--- src/rtl/complex_accum_n_if.sv ---
// Streaming handshake bundle for complex_accum_n: upstream samples, flush, and the
// registered complex result with its overflow flag.
//
// Handshake semantics: a transfer happens on a rising clk edge where both valid and
// ready are 1 on that channel. The producer holds its data stable while valid is 1
// and ready is 0. Ready may depend combinationally on the consumer's state, but valid
// never depends on ready.
interface complex_accum_n_if #(
  parameter int W  = 7,
  parameter int OW = 8
);
  logic                 flush;
  logic                 in_valid;
  logic                 in_ready;
  logic signed [W-1:0]  in_Re;
  logic signed [W-1:0]  in_Im;
  logic                 out_valid;
  logic                 out_ready;
  logic signed [OW-1:0] out_Re;
  logic signed [OW-1:0] out_Im;
  logic                 out_ovf;

  modport master (
    output flush, in_valid, in_Re, in_Im, out_ready,
    input  in_ready, out_valid, out_Re, out_Im, out_ovf
  );

  modport slave (
    input  flush, in_valid, in_Re, in_Im, out_ready,
    output in_ready, out_valid, out_Re, out_Im, out_ovf
  );
endinterface

--- src/rtl/complex_accum_n.sv ---
// Streaming complex accumulator: sums N_TERMS complex samples per frame in guard-bit
// accumulators, then narrows the exact sum once into the output format.
module complex_accum_n #(
  parameter int QI      = 3,
  parameter int QF      = 3,
  parameter int N_TERMS = 9,
  parameter int OUT_QI  = QI + 1,
  parameter int SAT_EN  = 1
) (
  input  logic             clk,
  input  logic             rst,
  complex_accum_n_if.slave bus,
  output logic             state_dbg
);
  localparam int W  = QI + QF + 1;
  localparam int OW = OUT_QI + QF + 1;
  localparam int CW = $clog2(N_TERMS);
  localparam int AW = W + CW;
  localparam int XW = ((AW > OW) ? AW : OW) + 1;
  localparam logic [CW-1:0]        LAST  = CW'(N_TERMS - 1);
  localparam logic signed [XW-1:0] MAX_V = {{(XW-OW+1){1'b0}}, {(OW-1){1'b1}}};
  localparam logic signed [XW-1:0] MIN_V = ~MAX_V;

  typedef enum logic {
    IDLE  = 1'b0,
    ACCUM = 1'b1
  } state_t;

  state_t                state_q, state_d;
  logic [CW-1:0]         cnt_q, cnt_d;
  logic signed [AW-1:0]  acc_re_q, acc_re_d;
  logic signed [AW-1:0]  acc_im_q, acc_im_d;
  logic signed [OW-1:0]  out_re_q, out_re_d;
  logic signed [OW-1:0]  out_im_q, out_im_d;
  logic                  out_valid_q, out_valid_d;
  logic                  out_ovf_q, out_ovf_d;

  logic                  in_ready;
  logic                  accept;
  logic signed [AW-1:0]  sum_re, sum_im;
  logic [OW:0]           nar_re, nar_im;

  function automatic logic signed [AW-1:0] widen(input logic signed [W-1:0] x);
    return {{CW{x[W-1]}}, x};
  endfunction

  // Returns {ovf, value}; the comparison is done one bit wider than either format
  // so the bounds themselves are always representable.
  function automatic logic [OW:0] narrow(input logic signed [AW-1:0] v);
    logic signed [XW-1:0] x;
    logic [OW-1:0]        r;
    logic                 ovf;
    x   = {{(XW-AW){v[AW-1]}}, v};
    ovf = (x > MAX_V) || (x < MIN_V);
    if (ovf && (SAT_EN != 0)) begin
      r = x[XW-1] ? MIN_V[OW-1:0] : MAX_V[OW-1:0];
    end else begin
      r = x[OW-1:0];
    end
    return {ovf, r};
  endfunction

  assign in_ready = !out_valid_q || bus.out_ready;
  assign accept   = bus.in_valid && in_ready && !bus.flush;
  assign sum_re   = acc_re_q + widen(bus.in_Re);
  assign sum_im   = acc_im_q + widen(bus.in_Im);
  assign nar_re   = narrow(sum_re);
  assign nar_im   = narrow(sum_im);

  always_comb begin
    state_d     = state_q;
    cnt_d       = cnt_q;
    acc_re_d    = acc_re_q;
    acc_im_d    = acc_im_q;
    out_re_d    = out_re_q;
    out_im_d    = out_im_q;
    out_ovf_d   = out_ovf_q;
    out_valid_d = out_valid_q;

    if (out_valid_q && bus.out_ready) begin
      out_valid_d = 1'b0;
    end

    // Flush only touches the partial frame; a pending result stays presented.
    if (bus.flush) begin
      state_d  = IDLE;
      cnt_d    = '0;
      acc_re_d = '0;
      acc_im_d = '0;
    end else if (accept) begin
      if (cnt_q == LAST) begin
        out_re_d    = nar_re[OW-1:0];
        out_im_d    = nar_im[OW-1:0];
        out_ovf_d   = nar_re[OW] || nar_im[OW];
        out_valid_d = 1'b1;
        state_d     = IDLE;
        cnt_d       = '0;
        acc_re_d    = '0;
        acc_im_d    = '0;
      end else begin
        state_d  = ACCUM;
        cnt_d    = cnt_q + CW'(1);
        acc_re_d = sum_re;
        acc_im_d = sum_im;
      end
    end
  end

  always_ff @(posedge clk or posedge rst) begin
    if (rst) begin
      state_q     <= IDLE;
      cnt_q       <= '0;
      acc_re_q    <= '0;
      acc_im_q    <= '0;
      out_re_q    <= '0;
      out_im_q    <= '0;
      out_ovf_q   <= 1'b0;
      out_valid_q <= 1'b0;
    end else begin
      state_q     <= state_d;
      cnt_q       <= cnt_d;
      acc_re_q    <= acc_re_d;
      acc_im_q    <= acc_im_d;
      out_re_q    <= out_re_d;
      out_im_q    <= out_im_d;
      out_ovf_q   <= out_ovf_d;
      out_valid_q <= out_valid_d;
    end
  end

  assign bus.in_ready  = in_ready;
  assign bus.out_valid = out_valid_q;
  assign bus.out_Re    = out_re_q;
  assign bus.out_Im    = out_im_q;
  assign bus.out_ovf   = out_ovf_q;
  assign state_dbg     = (state_q == ACCUM);
endmodule

--- src/flat_wrapper.sv ---
// flat-port wrapper written by rule: the top's interface ports become plain ports
module complex_accum_n_flat 
#(
  parameter int QI      = 3,
  parameter int QF      = 3,
  parameter int N_TERMS = 9,
  parameter int OUT_QI  = QI + 1,
  parameter int SAT_EN  = 1
)
  (clk, rst, state_dbg, bus_flush, bus_in_valid, bus_in_Re, bus_in_Im, bus_out_ready, bus_in_ready, bus_out_valid, bus_out_Re, bus_out_Im, bus_out_ovf);
  complex_accum_n_if #(.W((QI + QF + 1)), .OW((QI + 1 + QF + 1))) bus_i ();
  input  logic clk;
  input  logic rst;
  output logic state_dbg;
  input wire logic [$bits(bus_i.flush)-1:0] bus_flush;
  input wire logic [$bits(bus_i.in_valid)-1:0] bus_in_valid;
  input wire logic [$bits(bus_i.in_Re)-1:0] bus_in_Re;
  input wire logic [$bits(bus_i.in_Im)-1:0] bus_in_Im;
  input wire logic [$bits(bus_i.out_ready)-1:0] bus_out_ready;
  output wire logic [$bits(bus_i.in_ready)-1:0] bus_in_ready;
  output wire logic [$bits(bus_i.out_valid)-1:0] bus_out_valid;
  output wire logic [$bits(bus_i.out_Re)-1:0] bus_out_Re;
  output wire logic [$bits(bus_i.out_Im)-1:0] bus_out_Im;
  output wire logic [$bits(bus_i.out_ovf)-1:0] bus_out_ovf;
  assign bus_i.flush = bus_flush;
  assign bus_i.in_valid = bus_in_valid;
  assign bus_i.in_Re = bus_in_Re;
  assign bus_i.in_Im = bus_in_Im;
  assign bus_i.out_ready = bus_out_ready;
  assign bus_in_ready = bus_i.in_ready;
  assign bus_out_valid = bus_i.out_valid;
  assign bus_out_Re = bus_i.out_Re;
  assign bus_out_Im = bus_i.out_Im;
  assign bus_out_ovf = bus_i.out_ovf;
  complex_accum_n #(.QI(QI), .QF(QF), .N_TERMS(N_TERMS), .OUT_QI(OUT_QI), .SAT_EN(SAT_EN)) u_core (.clk(clk), .rst(rst), .bus(bus_i), .state_dbg(state_dbg));
endmodule
--- config.mk ---
export PLATFORM = sky130hd
export DESIGN_NAME = complex_accum_n_flat
export DESIGN_NICKNAME = d
export VERILOG_FILES = /design/src/rtl/complex_accum_n_if.sv /design/src/rtl/complex_accum_n.sv /design/src/flat_wrapper.sv
export SDC_FILE = /design/constraint.sdc
export NUM_CORES = 1
export LEC_CHECK = 0
export CORE_ASPECT_RATIO = 1.1
export CORE_UTILIZATION = 25
export CTS_BUF_LIST = sky130_fd_sc_hd__clkbuf_4 sky130_fd_sc_hd__clkbuf_8 sky130_fd_sc_hd__clkbuf_16
export CTS_CLUSTER_DIAMETER = 60
export DETAILED_ROUTE_END_ITERATION = 10
export GPL_TIMING_DRIVEN = 0
export SLEW_MARGIN = 0
export SYNTH_ARGS = -nofsm -noshare
export SYNTH_HDL_FRONTEND = slang
export SYNTH_SLANG_ARGS = --single-unit
--- constraint.sdc ---
create_clock -name clk -period 2.7 [get_ports clk]
set_clock_uncertainty 0.15 [all_clocks]
set_input_delay 0.405 -clock clk [delete_from_list [all_inputs] [get_ports clk]]
set_output_delay 0.405 -clock clk [all_outputs]
set_load 0.005 [all_outputs]
==> flow_metrics.py <==
metrics = {
    "power_and_ir_drop": {
        "seqPwrFrac": 0.332,
        "p_int_uw": 1562,
        "leakage_uw": 0.001658,
        "ir_worst_vdd_mv": 0.2662,
        "total_power_uw": 2355,
        "power_density_mw_per_mm2": 622.1,
        "p_clk_frac": 0.267,
        "swShare": 0.3367,
        "p_comb_frac": 0.400,
        "p_sw_uw": 792.7,
    },
    "floorplan": {
        "die_h_um": 112.5,
        "initial_utilization": 0.2620,
        "ios": 39,
        "die-width_um": 102.4,
        "die-area_mm2": 0.01152,
        "core_mm2": 0.01059,
        "rows": 39,
    },
    "clock_tree": {
        "numCtsBuffers": 5,
        "htreeDepth": 2,
        "clock_tree.buffer_depth": 2,
        "cts-root-buf": "clkbuf_16",
        "clk-insertion-delay-late_ns": 0.29,
        "cts_tree": "yes",
        "cts_hold_buf": 0,
        "clock_sinks": 45,
        "clk_pin_slew_ns": 0.07,
    },
    "drt": {
        "viasPerCell": 4.806,
        "post_drt_wl_per_cell_um": 14.29,
        "drt_first_pass_iters": 4,
        "drc": 0,
        "vias": 2283,
        "antenna_left": 0,
        "first_iter_violations": 95,
        "wl_um": 6787,
    },
    "layout": {
        "fin_area_mm2": 0.003785,
        "drive_gt1_frac": 0.2048,
        "fin_nets": 374,
        "finalCoreUtilization": 0.3574,
        "antenna_cells": 0,
        "area_growth_pct": 36.45,
        "stdcell_count": 475,
    },
    "place": {
        "io_buffers": 38,
        "gp_congestion": 0.7966,
        "place_area_mm2": 0.003353,
        "hpwl_um": 4846,
        "place_inst": 456,
    },
    "logic_synthesis": {
        "synth_cell_types": 46,
        "synth_warnings": 0,
        "synth.cell_area_mm2": 0.002774,
        "async_reset_ff_frac": 1.000,
        "synth_edf_count": 0,
        "synth_seq_cells": 45,
        "ys.flop_type": "dfrtp_1",
        "yosysSeqAreaShare": 0.4060,
        "netlist_instances": 274,
        "syn_nets": 317,
        "synth_area_per_cell_um2": 10.12,
    },
    "sta": {
        "period_needed_ns": 2.718,
        "slew_viol_final": 0,
        "post-route-period-util": 1.007,
        "fin_ws_ns": -0.01809,
        "worstMarginPinSlew_ns": 0.8374,
        "setup_viol": 1,
        "slew_headroom": 0.4418,
        "rsz0062_at_grt": "true",
        "holdWs_ns": 0.2196,
        "finalHoldViolCount": 0,
        "max_freq_mhz": 367.9,
    },
    "grt": {
        "grt_overflow_total": 0,
        "grt_pass1_vias": 2323,
        "grt_max_degree": 36,
        "grt_pass1_wl_um": 11130,
        "antenna_found_initial": 0,
        "track_usage": 0.1239,
    },
    "critical_path": {
        "critPathLaunchType": "register",
        "crit_buf_inv": 0,
        "timing.rr.start": "u_core.acc_re_q[0]",
        "max_stage_delay_ns": 0.40,
        "cp_max_fo": 7,
        "r2r-end": "u_core.bus.out_Re[0]",
        "worst_ep_required_time_ns": 2.71,
        "rr_worst_depth": 10,
        "cp_slowest_cell": "dfrtp_1",
        "crit_chain": "ha_2 -> fa_2 -> a21oi_4 -> o2111ai_2 -> a31o_1 -> a21oi_2 -> xnor2_2 -> and2b_4 -> nor2b_1 -> o22a_1",
        "path_class": "register to register",
        "crit_path_start": "u_core.acc_re_q[0]",
        "cp_top_family": "compound AO/OA/AOI/OAI gates",
        "worstPathArrival_ns": 2.73,
        "path_depth": 10,
        "crit_path_end": "u_core.bus.out_Re[0]",
        "cp-end-kind": "register",
        "r2r_setup_slack_ns": -0.02,
    },
    "min_path": {
        "holdCritPathClass": "input pin to async pin",
    },
    "run_status": {
        "violations": "setup timing",
        "outcome": "complete, but fails checks",
    },
    "job": {
        "drv_cap": 0,
    },
}
==> cells by family after synthesis <==
kind of cell	Yosys count	synth area share
simple gates	98	0.1696
mux	2	0.007668
fa+ha+maj	24	0.1137
buf+inv	13	0.02030
xor+xnor	19	0.06540
flops	45	0.4060
compound gates	73	0.2174
==> repair_timing <==
item,4_1_cts,5_1_grt
buffers inserted,10,2
pin swaps,18,19
gates resized for setup,19,19
endpoints found under the setup margin,16,15
==> layer usage <==
metal  share of wire  global-route usage
met5               0                   0
met4           0.027             0.04952
met3           0.028             0.02304
met2            0.50              0.2076
met1            0.44              0.1547
==> per-stage QoR <==
step	worst slack, ns	setup TNS [ns]
final	-0.01809	-0.01809
after global routing	-0.1151	-0.7609
after CTS	0.008662	0
after detailed placement	-0.6119	-9.122
after global placement	-0.6040	-9.267
after floorplan	0.07638	0
==> power by group through the flow <==
| stage | combinational (uW) | sequential (uW) | clock [uW] |
|---|---|---|---|
| 4_1_cts | 847 | 778 | 652 |
| 6_report | 943 | 783 | 629 |
| 3_5_place_dp | 763 | 787 | 0 |
| 2_1_floorplan | 583 | 780 | 0 |
| 5_1_grt | 1030 | 792 | 680 |
| 3_3_place_gp | 751 | 786 | 0 |
==> synth_stat cells, types with 7 or more instances <==
cell type / count / area share
nand3_1: 8 / 0.014
nand2_1: 34 / 0.046
ha_1: 22 / 0.099
xnor2_1: 13 / 0.041
nor2b_1: 9 / 0.020
dfrtp_1: 45 / 0.41
nor2_1: 24 / 0.032
inv_1: 7 / 0.0095
a21oi_2: 10 / 0.032
a22o_1: 21 / 0.066
o22a_1: 8 / 0.025
nor3_1: 8 / 0.014
==> flip-flops by register name (all words and copies together), names as in the netlist <==
| signal | flops |
|---|---|
| u_core.acc_im_q | 11 |
| u_core.bus.out_ovf | 1 |
| u_core.cnt_q | 4 |
| u_core.bus.out_valid | 1 |
| u_core.bus.out_Re | 8 |
| u_core.bus.out_Im | 8 |
| u_core.state_dbg | 1 |
| u_core.acc_re_q | 11 |
==> cell type report <==
| type | count | area, um2 |
|---|---|---|
| fillers | 1055 | 6804 |
| multi-input cells | 216 | 1798 |
| flip-flops and latches | 45 | 1126 |
| repair buffers | 51 | 489.2 |
| well taps | 143 | 178.9 |
| clock buffers | 7 | 140.1 |
| inverters | 7 | 26.28 |
| plain buffers | 5 | 18.77 |
| clock inverters | 1 | 7.507 |
==> cell usage in the layout, fill, tap and decap left out, types with 6 or more instances in the layout <==
cell type and count:
a21oi_1 6, a21oi_2 9, a22o_1 21, buf_4 12, clkdlybuf4s50_1 31, dfrtp_1 45
ha_1 12, ha_4 7, inv_1 6, nand2_1 33, nand3_1 8, nor2_1 24
nor2b_1 9, nor3_1 7, o21ai_0 6, o22a_1 8, xnor2_1 10
==> worst min path at each step <==
stage                                 endpoint  slack, ns
after CTS                   u_core.acc_re_q[4]       0.22
after global placement    u_core.bus.out_Im[7]       0.31
after detailed placement  u_core.bus.out_Im[7]       0.32
final                       u_core.acc_re_q[4]       0.22
after floorplan             u_core.acc_re_q[2]       0.30
after global routing        u_core.acc_re_q[3]       0.25
Power figures use the tool's default switching activity.
